`src/rtl/differentiator16_if.sv`:
```
// Stream interface of differentiator16: sample input with valid/ready,
// delta output with valid/ready and, when DIFF16_COUNT_EN is defined,
// the accepted-sample counter.
interface differentiator16_if;
  logic        in_valid;
  logic        in_ready;
  logic [15:0] in_acc;
  logic        out_valid;
  logic        out_ready;
  logic [15:0] data_out;
`ifdef DIFF16_COUNT_EN
  logic [15:0] count;
`endif

  // Producer/consumer side (drives samples, accepts deltas)
  modport master (
    output in_valid, in_acc, out_ready,
    input  in_ready, out_valid, data_out
`ifdef DIFF16_COUNT_EN
    , input count
`endif
  );

  // Differentiator side
  modport slave (
    input  in_valid, in_acc, out_ready,
    output in_ready, out_valid, data_out
`ifdef DIFF16_COUNT_EN
    , output count
`endif
  );
endinterface

```
`src/rtl/differentiator16.sv`:
```
// differentiator16: turns a running-sum stream back into increments
// (in_acc - previous accepted sample, modulo 2^16) through a 2-entry
// output FIFO. Optional accepted-sample counter enabled by the macro
// DIFF16_COUNT_EN.
module differentiator16 (
  input  logic               clk,
  input  logic               rst,
  input  logic               clr,
  differentiator16_if.slave  bus
);

  typedef enum logic [1:0] {
    OCC_EMPTY = 2'd0,
    OCC_ONE   = 2'd1,
    OCC_FULL  = 2'd2
  } occ_t;

  occ_t        r_occ;
  logic [15:0] r_head;
  logic [15:0] r_tail;
  logic [15:0] r_prev;

  logic        w_in_ready;
  logic        w_out_valid;
  logic        w_accept;
  logic        w_pop;
  logic [15:0] w_delta;

  assign w_in_ready  = (r_occ != OCC_FULL) && !clr && !rst;
  assign w_out_valid = (r_occ != OCC_EMPTY);
  assign w_accept    = bus.in_valid && w_in_ready;
  assign w_pop       = w_out_valid && bus.out_ready && !clr;
  assign w_delta     = bus.in_acc - r_prev;

  assign bus.in_ready  = w_in_ready;
  assign bus.out_valid = w_out_valid;
  assign bus.data_out  = r_head;

  // FIFO is head/tail registers rather than a pointer ring so that the
  // head (data_out) keeps its last value once the FIFO drains.
  always_ff @(posedge clk or posedge rst) begin
    if (rst) begin
      r_occ  <= OCC_EMPTY;
      r_head <= '0;
      r_tail <= '0;
      r_prev <= '0;
    end else if (clr) begin
      r_occ  <= OCC_EMPTY;
      r_prev <= '0;
    end else begin
      if (w_accept) begin
        r_prev <= bus.in_acc;
      end
      case ({w_accept, w_pop})
        2'b10: begin
          if (r_occ == OCC_EMPTY) begin
            r_head <= w_delta;
            r_occ  <= OCC_ONE;
          end else begin
            r_tail <= w_delta;
            r_occ  <= OCC_FULL;
          end
        end
        2'b01: begin
          if (r_occ == OCC_FULL) begin
            r_head <= r_tail;
            r_occ  <= OCC_ONE;
          end else begin
            r_occ  <= OCC_EMPTY;
          end
        end
        // Push and pop together only happens at occupancy 1
        2'b11: begin
          r_head <= w_delta;
        end
        default: begin
        end
      endcase
    end
  end

`ifdef DIFF16_COUNT_EN
  logic [15:0] r_count;

  assign bus.count = r_count;

  // Count accepted samples, wrapping silently
  always_ff @(posedge clk or posedge rst) begin
    if (rst) begin
      r_count <= '0;
    end else if (clr) begin
      r_count <= '0;
    end else if (w_accept) begin
      r_count <= r_count + 16'd1;
    end
  end
`endif

endmodule

```
`src/flat_wrapper.sv`:
```
// flat-port wrapper written by rule: the top's interface ports become plain ports
module differentiator16_flat 
  (clk, rst, clr, bus_in_valid, bus_in_acc, bus_out_ready, bus_in_ready, bus_out_valid, bus_data_out);
  differentiator16_if bus_i ();
  input  logic clk;
  input  logic rst;
  input  logic clr;
  input wire logic [$bits(bus_i.in_valid)-1:0] bus_in_valid;
  input wire logic [$bits(bus_i.in_acc)-1:0] bus_in_acc;
  input wire logic [$bits(bus_i.out_ready)-1:0] bus_out_ready;
  output wire logic [$bits(bus_i.in_ready)-1:0] bus_in_ready;
  output wire logic [$bits(bus_i.out_valid)-1:0] bus_out_valid;
  output wire logic [$bits(bus_i.data_out)-1:0] bus_data_out;
  assign bus_i.in_valid = bus_in_valid;
  assign bus_i.in_acc = bus_in_acc;
  assign bus_i.out_ready = bus_out_ready;
  assign bus_in_ready = bus_i.in_ready;
  assign bus_out_valid = bus_i.out_valid;
  assign bus_data_out = bus_i.data_out;
  differentiator16 u_core (.clk(clk), .rst(rst), .clr(clr), .bus(bus_i));
endmodule
```
`config.mk`:
```
export PLATFORM = sky130hd
export DESIGN_NAME = differentiator16_flat
export DESIGN_NICKNAME = d
export VERILOG_FILES = /design/src/rtl/differentiator16_if.sv /design/src/rtl/differentiator16.sv /design/src/flat_wrapper.sv
export SDC_FILE = /design/constraint.sdc
export NUM_CORES = 1
export LEC_CHECK = 0
export CAP_MARGIN = 20
export CORE_MARGIN = 3
export CORE_UTILIZATION = 55
export CTS_CLUSTER_DIAMETER = 40
export DETAILED_ROUTE_END_ITERATION = 8
export PLACE_DENSITY = 0.81
export SLEW_MARGIN = 5
export SYNTH_ARGS = -nofsm -noshare
export SYNTH_HDL_FRONTEND = slang
export SYNTH_SLANG_ARGS = --single-unit
```
`constraint.sdc`:
```
create_clock -name clk -period 2.83 [get_ports clk]
set_input_delay 0.4245 -clock clk [delete_from_list [all_inputs] [get_ports clk]]
set_output_delay 0.4245 -clock clk [all_outputs]
set_load 0.005 [all_outputs]
```
==> results of run 1 <==
[path summary, 6_finish.rpt]
path                                                            end  depth (start not counted)                     startpoint
max in group asynchronous              u_core.r_tail[9]$_DFFE_PP0P_                          3                            rst
worst max-delay path            u_core.bus.data_out[10]$_DFFE_PP0P_                         11                  bus_in_acc[0]
min in group asynchronous       u_core.bus.data_out[13]$_DFFE_PP0P_                          3                            rst
worst min register to register        u_core.r_tail[12]$_DFFE_PP0P_                          2  u_core.r_tail[12]$_DFFE_PP0P_
worst min-delay path                  u_core.r_tail[12]$_DFFE_PP0P_                          2  u_core.r_tail[12]$_DFFE_PP0P_
worst max register to register  u_core.bus.data_out[15]$_DFFE_PP0P_                          9   u_core.r_prev[4]$_DFFE_PP0P_
[registers in the layout (all words and copies together), names as in the netlist]
| name | count |
|---|---|
| u_core.r_tail | 16 |
| u_core.bus.data_out | 16 |
| u_core.r_prev | 16 |
| u_core.r_occ | 2 |
[stage by stage]
step                setup slack (ns)  cell area, µm²  total power [mW]  cells
detailed placement           0.06262            3338             1.551    411
global placement              0.1028            3338             1.524    411
CTS                           0.3751            3431             1.981    419
floorplan                     0.7043            2882             1.282    313
finish                        0.3518            3431             1.955    419
global route                  0.1436            3431             2.104    419
[routing by layer]
layer	vias to the layer above	track usage, %	wire length (µm)
li1	1164	-	-
met1	1097	30.54	2828
met2	53	33.82	2746
met3	6	3.440	231
met4	0	5.070	66
met5	-	0	0
[cells in the mapped netlist (all sizes together) (2+ instances only)]
library cell and number:
dfrtp 50, nand2 50, o21ai 28, inv 22, a21oi 21, ha 15, o31ai 15, nor2 14
clkbuf 10, mux2i 8, nand2b 7, xnor2 7, xor2 7, buf 6, mux2 6, nor3 6
a21o 5, nand3 4, and3 3, nand4 3, a211oi 2, a31o 2, a31oi 2, o2bb2ai 2
or3 2
[layout by cell type (no fill, tap or decap), types with 3 or more instances in the layout]
cell type	netlist	routed
nand2b_1	7	7
clkbuf_8	0	5
mux2i_1	8	8
o31ai_1	15	15
nand4_1	3	3
dfrtp_1	50	50
xnor2_1	7	7
clkdlybuf4s50_1	0	38
o21ai_1	26	26
and3_1	3	3
nand3_1	4	4
ha_1	15	15
a21o_1	5	5
nand2_1	50	50
buf_4	0	9
xor2_1	7	7
nor2_1	14	14
mux2_1	5	5
inv_1	22	21
a21oi_1	21	21
nor3_1	6	5
[kinds of logic after synthesis]
family	count (synthesis)	share of synthesized area (%)
flops	50	43.42
mux	14	5.124
simple gates	94	14.63
fa+ha+maj	17	7.555
xor+xnor	14	4.255
buf+inv	38	5.645
compound gates	86	19.37
[power breakdown]
group          switching, mW  total, mW  internal [mW]  leakage [nW]
clock                  0.247      0.424          0.177        0.0408
sequential            0.0730      0.926          0.853         0.649
combinational          0.290      0.605          0.315         0.803
total                  0.610       1.96           1.35          1.49
[final cells by class]
type                            count  area (µm²)  share of cell area, %
Clock buffer                        5       68.82                  2.006
Clock inverter                      3       23.77                 0.6929
Inverter                           22       82.58                  2.407
Multi-Input combinational cell    225        1473                  42.92
Sequential cell                    50        1251                  36.47
Tap cell                           67       83.83                  2.443
Timing Repair Buffer               47       447.9                  13.06
[critical path, cell delays in order]
cell and delay, ns:
clkdlybuf4s50_1 0.49, inv_1 0.05, ha_1 0.22, fa_1 0.42, nand2b_1 0.19, a211oi_1 0.24
nor2_1 0.11, nand2b_1 0.10, a21oi_1 0.08, xor2_1 0.24, o22ai_1 0.12
==> flow_summary.ini, run 1 <==
[grt]
gr-total-overflow = 0
antenna_found_initial = 0
grt_pass1_wl_um = 10530
grt_max_degree = 51
grt_pass1_vias = 2214
grt_use_total_pct = 21.24

[floorplan]
core-area_um2 = 4880
die-area_um2 = 6143
rows = 25
io_pins = 39
die_h_um = 78.38
initial_core_util_pct = 59.05
die_w_um = 78.38

[finish]
diodes = 0
num-fill-cells = 421
fin_util_pct = 70.31
syn_to_final_growth_pct = 19.06
fin_nets = 388
layout-drive-gt1-share_pct = 6.818

[critical_path]
worstPathRequired_ns = 3.02
worst-path-max-fanout = 2
critical_path_class = in -> reg
r2r_slack_ns = 0.58
endpoint_kind = flop
cp.arrival_ns = 2.67
startpoint_type = input pin

[timing]
holdWs_ns = 0.4888
worstMarginPinSlew_ns = 0.6093
skew_ns = 0.008497
rsz0062_at_grt = no
hold_viol = 0
finalMaxSlewViolations = 0
max_freq_ghz = 0.4035
period_needed_ns = 2.478
setup_violations = 0
finalSetupTns_ns = 0
fin_crit_sh_pct = 87.57
relSlewSlack_pct = 59.38

[place]
port-buffer-count = 38
dp_hpwl_um = 4453
gp_congestion = 0.8034

[clock_tree]
root_buffer = clkbuf_8
tritoncts = done
holdBufCountCts = 0
post-cts-setup-buffers = 0
cts_max_path_buffers = 2
cts-resized-gates = 0
clock_latency_ns = 0.30
cts.reportedPaths.clkPinSlew_ns = 0.10
cts.sinks = 50
h-tree-depth = 2
cts_buffers = 5

[logic_synthesis]
syn-num-nets = 350
avgSynthCellArea_um2 = 9.206
synth-edff-count = 0
ys_ff_latch = 50
yosys_warnings = 0
synth_largest_area_cell = dfrtp_1
synth_top_area_share_pct = 43.42
syn_area_um2 = 2882
ys_top_cells_by_area = dfrtp_1 43%, ha_1 6.5%, nand2_1 6.5%
yosysSeqAreaShare_pct = 43.42
post_synth_num_cell_types = 46
syn_inst = 313
yosys_most_used_dff = dfrtp_1
synthArstFlopShare_pct = 100.0

[status]
status = finished clean

[pwr]
power.density_nw_per_um2 = 570.0
peakVddDrop_v = 0.0002059
leakage_nw = 1.493

[min_path]
hp-class = reg -> reg

[routing]
vias = 2320
avgViaCountPerCell = 5.537
drt_wl_total_um = 5873
drc = 0
wire_per_inst_um = 14.02
drtIter0Drc = 144
drtPass1Iterations = 4
ant_nets = 0

[job]
cap_violations = 0
Note: power is estimated with default switching activity, not from simulation.
==> run 2: changes to the inputs <==
CORE_ASPECT_RATIO = 0.6   (was unset)
==> run 2 against run 1 <==
Highest routed layer unchanged. Design area rose by 1.0%. Clock skew decreased by 0.0029 ns. Combinational power rose by 2%.
==> flow_summary.ini, run 2 (synthesis gave the netlist of run 1 again) <==
[clock_tree]
cts_max_path_buffers = 2
h-tree-depth = 2
cts_buffers = 5
cts-resized-gates = 0
root_buffer = clkbuf_8
holdBufCountCts = 0
tritoncts = done
post-cts-setup-buffers = 0
cts.reportedPaths.clkPinSlew_ns = 0.09
clock_latency_ns = 0.31
cts.sinks = 50

[finish]
syn_to_final_growth_pct = 20.28
fin_nets = 391
num-fill-cells = 374
layout-drive-gt1-share_pct = 7.324
fin_cells = 418
final_cell_mix = 50 x nand2_1, 50 x dfrtp_1, 38 x clkdlybuf4s50_1, 26 x o21ai_1
diodes = 0

[floorplan]
rows = 19
io_pins = 39
core-area_um2 = 4802
die_w_um = 99.45
initial_core_util_pct = 60.01
die-area_um2 = 6172
die_h_um = 62.07

[critical_path]
crit_chain = clkdlybuf4s50_1 -> inv_1 -> ha_1 -> fa_1 -> nand2b_1 -> a211oi_1 -> nor2_1 -> o2bb2ai_2 -> xnor2_1 -> mux2i_1 -> a21oi_1
startpoint = bus_in_acc[0]
r2r_cells = 9
slowest_stage = clkdlybuf4s50_1
cp.arrival_ns = 2.79
critical_path_class = in -> reg
r2r_slack_ns = 0.51
r2r_start = u_core.r_prev[0]$_DFFE_PP0P_
worstPathRequired_ns = 3.07
startpoint_type = input pin
endpoint_kind = flop
critPathMaxStageDelay_ns = 0.48
r2r-end = u_core.bus.data_out[14]$_DFFE_PP0P_
worst-path-max-fanout = 2

[place]
post-place-cells = 410
dp_hpwl_um = 4876
port-buffer-count = 38
gp_congestion = 0.9233

[timing]
worstMarginPinSlew_ns = 0.6412
max_freq_ghz = 0.3918
skew_ns = 0.005557
rsz0062_at_grt = no
finalMaxSlewViolations = 0
setup_violations = 0
fin_crit_sh_pct = 90.18
relSlewSlack_pct = 57.26
holdWs_ns = 0.4955
hold_viol = 0
period_needed_ns = 2.552

[routing]
vias = 2323
avgViaCountPerCell = 5.557
wire_per_inst_um = 15.26
drt_wl_total_um = 6380
ant_nets = 0
drtIter0Drc = 119
drtPass1Iterations = 4
drc = 0

[min_path]
whs_endpoint = u_core.bus.data_out[9]$_DFFE_PP0P_
hold_start = u_core.bus.data_out[9]$_DFFE_PP0P_
hp-class = reg -> reg
holdPathStages = 2

[pwr]
peakVddDrop_v = 0.0003856
p_int_mw = 1.436
clkPwrFrac_pct = 24.6
combPwrFrac_pct = 30.1
seq_power_share_pct = 45.2
p_sw_mw = 0.6187
leakage_nw = 1.517
power.density_nw_per_um2 = 592.9
p_sw_share_pct = 30.11

[grt]
gr-total-overflow = 0
antenna_found_initial = 0
grt_pass1_vias = 2213
grt_use_total_pct = 22.09
grt_pass1_wl_um = 10650
grt_max_degree = 33

[job]
cap_violations = 0

[status]
status = finished clean
-- run 2: worst max path at each step --
stage,to,slack [ns]
after CTS,u_core.bus.data_out[14]$_DFFE_PP0P_,0.27
after detailed placement,u_core.bus.data_out[10]$_DFFE_PP0P_,-0.03
after global placement,u_core.bus.data_out[10]$_DFFE_PP0P_,0.01
after global routing,u_core.bus.data_out[14]$_DFFE_PP0P_,0.1
final,u_core.bus.data_out[14]$_DFFE_PP0P_,0.28
after floorplan,u_core.r_tail[14]$_DFFE_PP0P_,0.70
-- run 2: power by group through the flow --
stage | combinational, mW | clock, mW | sequential [mW]
global route | 0.686 | 0.536 | 0.948
CTS | 0.624 | 0.512 | 0.929
global placement | 0.600 | 0 | 0.936
floorplan | 0.350 | 0 | 0.931
detailed placement | 0.618 | 0 | 0.942
finish | 0.619 | 0.506 | 0.930
-- run 2: final cells by class --
class / instances / area [µm²] / area share (%)
multi-input combinational: 225 / 1473 / 42.49
sequential: 50 / 1251 / 36.10
timing repair buffer: 50 / 470.5 / 13.57
tap: 63 / 78.83 / 2.274
clock buffer: 6 / 72.57 / 2.094
inverter: 22 / 82.58 / 2.383
clock inverter: 2 / 37.54 / 1.083
-- run 2: metrics by stage --
stage | TNS [ns] | area (µm²) | total power [mW] | setup WS, ns | utilization (%)
floorplan | 0 | 2882 | 1.282 | 0.7043 | -
global placement | 0 | 3356 | 1.536 | 0.01385 | 69.88
detailed placement | -0.03501 | 3356 | 1.559 | -0.02921 | 69.88
CTS | 0 | 3466 | 2.064 | 0.2744 | 72.17
global route | 0 | 3466 | 2.170 | 0.09897 | 72.17
finish | 0 | 3466 | 2.055 | 0.2778 | 72.17
-- run 2: layer usage --
metal / global-route usage, % / wire [µm]
met1: 31.92 / 3248
met3: 4.794 / 312
met5: 0 / 0
met4: 6.226 / 68
met2: 34.16 / 2749
-- run 2: worst max-delay path: cells and delay by family --
| kind | cells | cell delay (ns) |
|---|---|---|
| adder cells (fa/ha/maj) | 2 | 0.62 |
| AO/OA/AOI/OAI | 3 | 0.55 |
| buffers and inverters | 2 | 0.52 |
| AND/OR/NAND/NOR | 2 | 0.31 |
| XOR/XNOR | 1 | 0.26 |
| multiplexers | 1 | 0.11 |
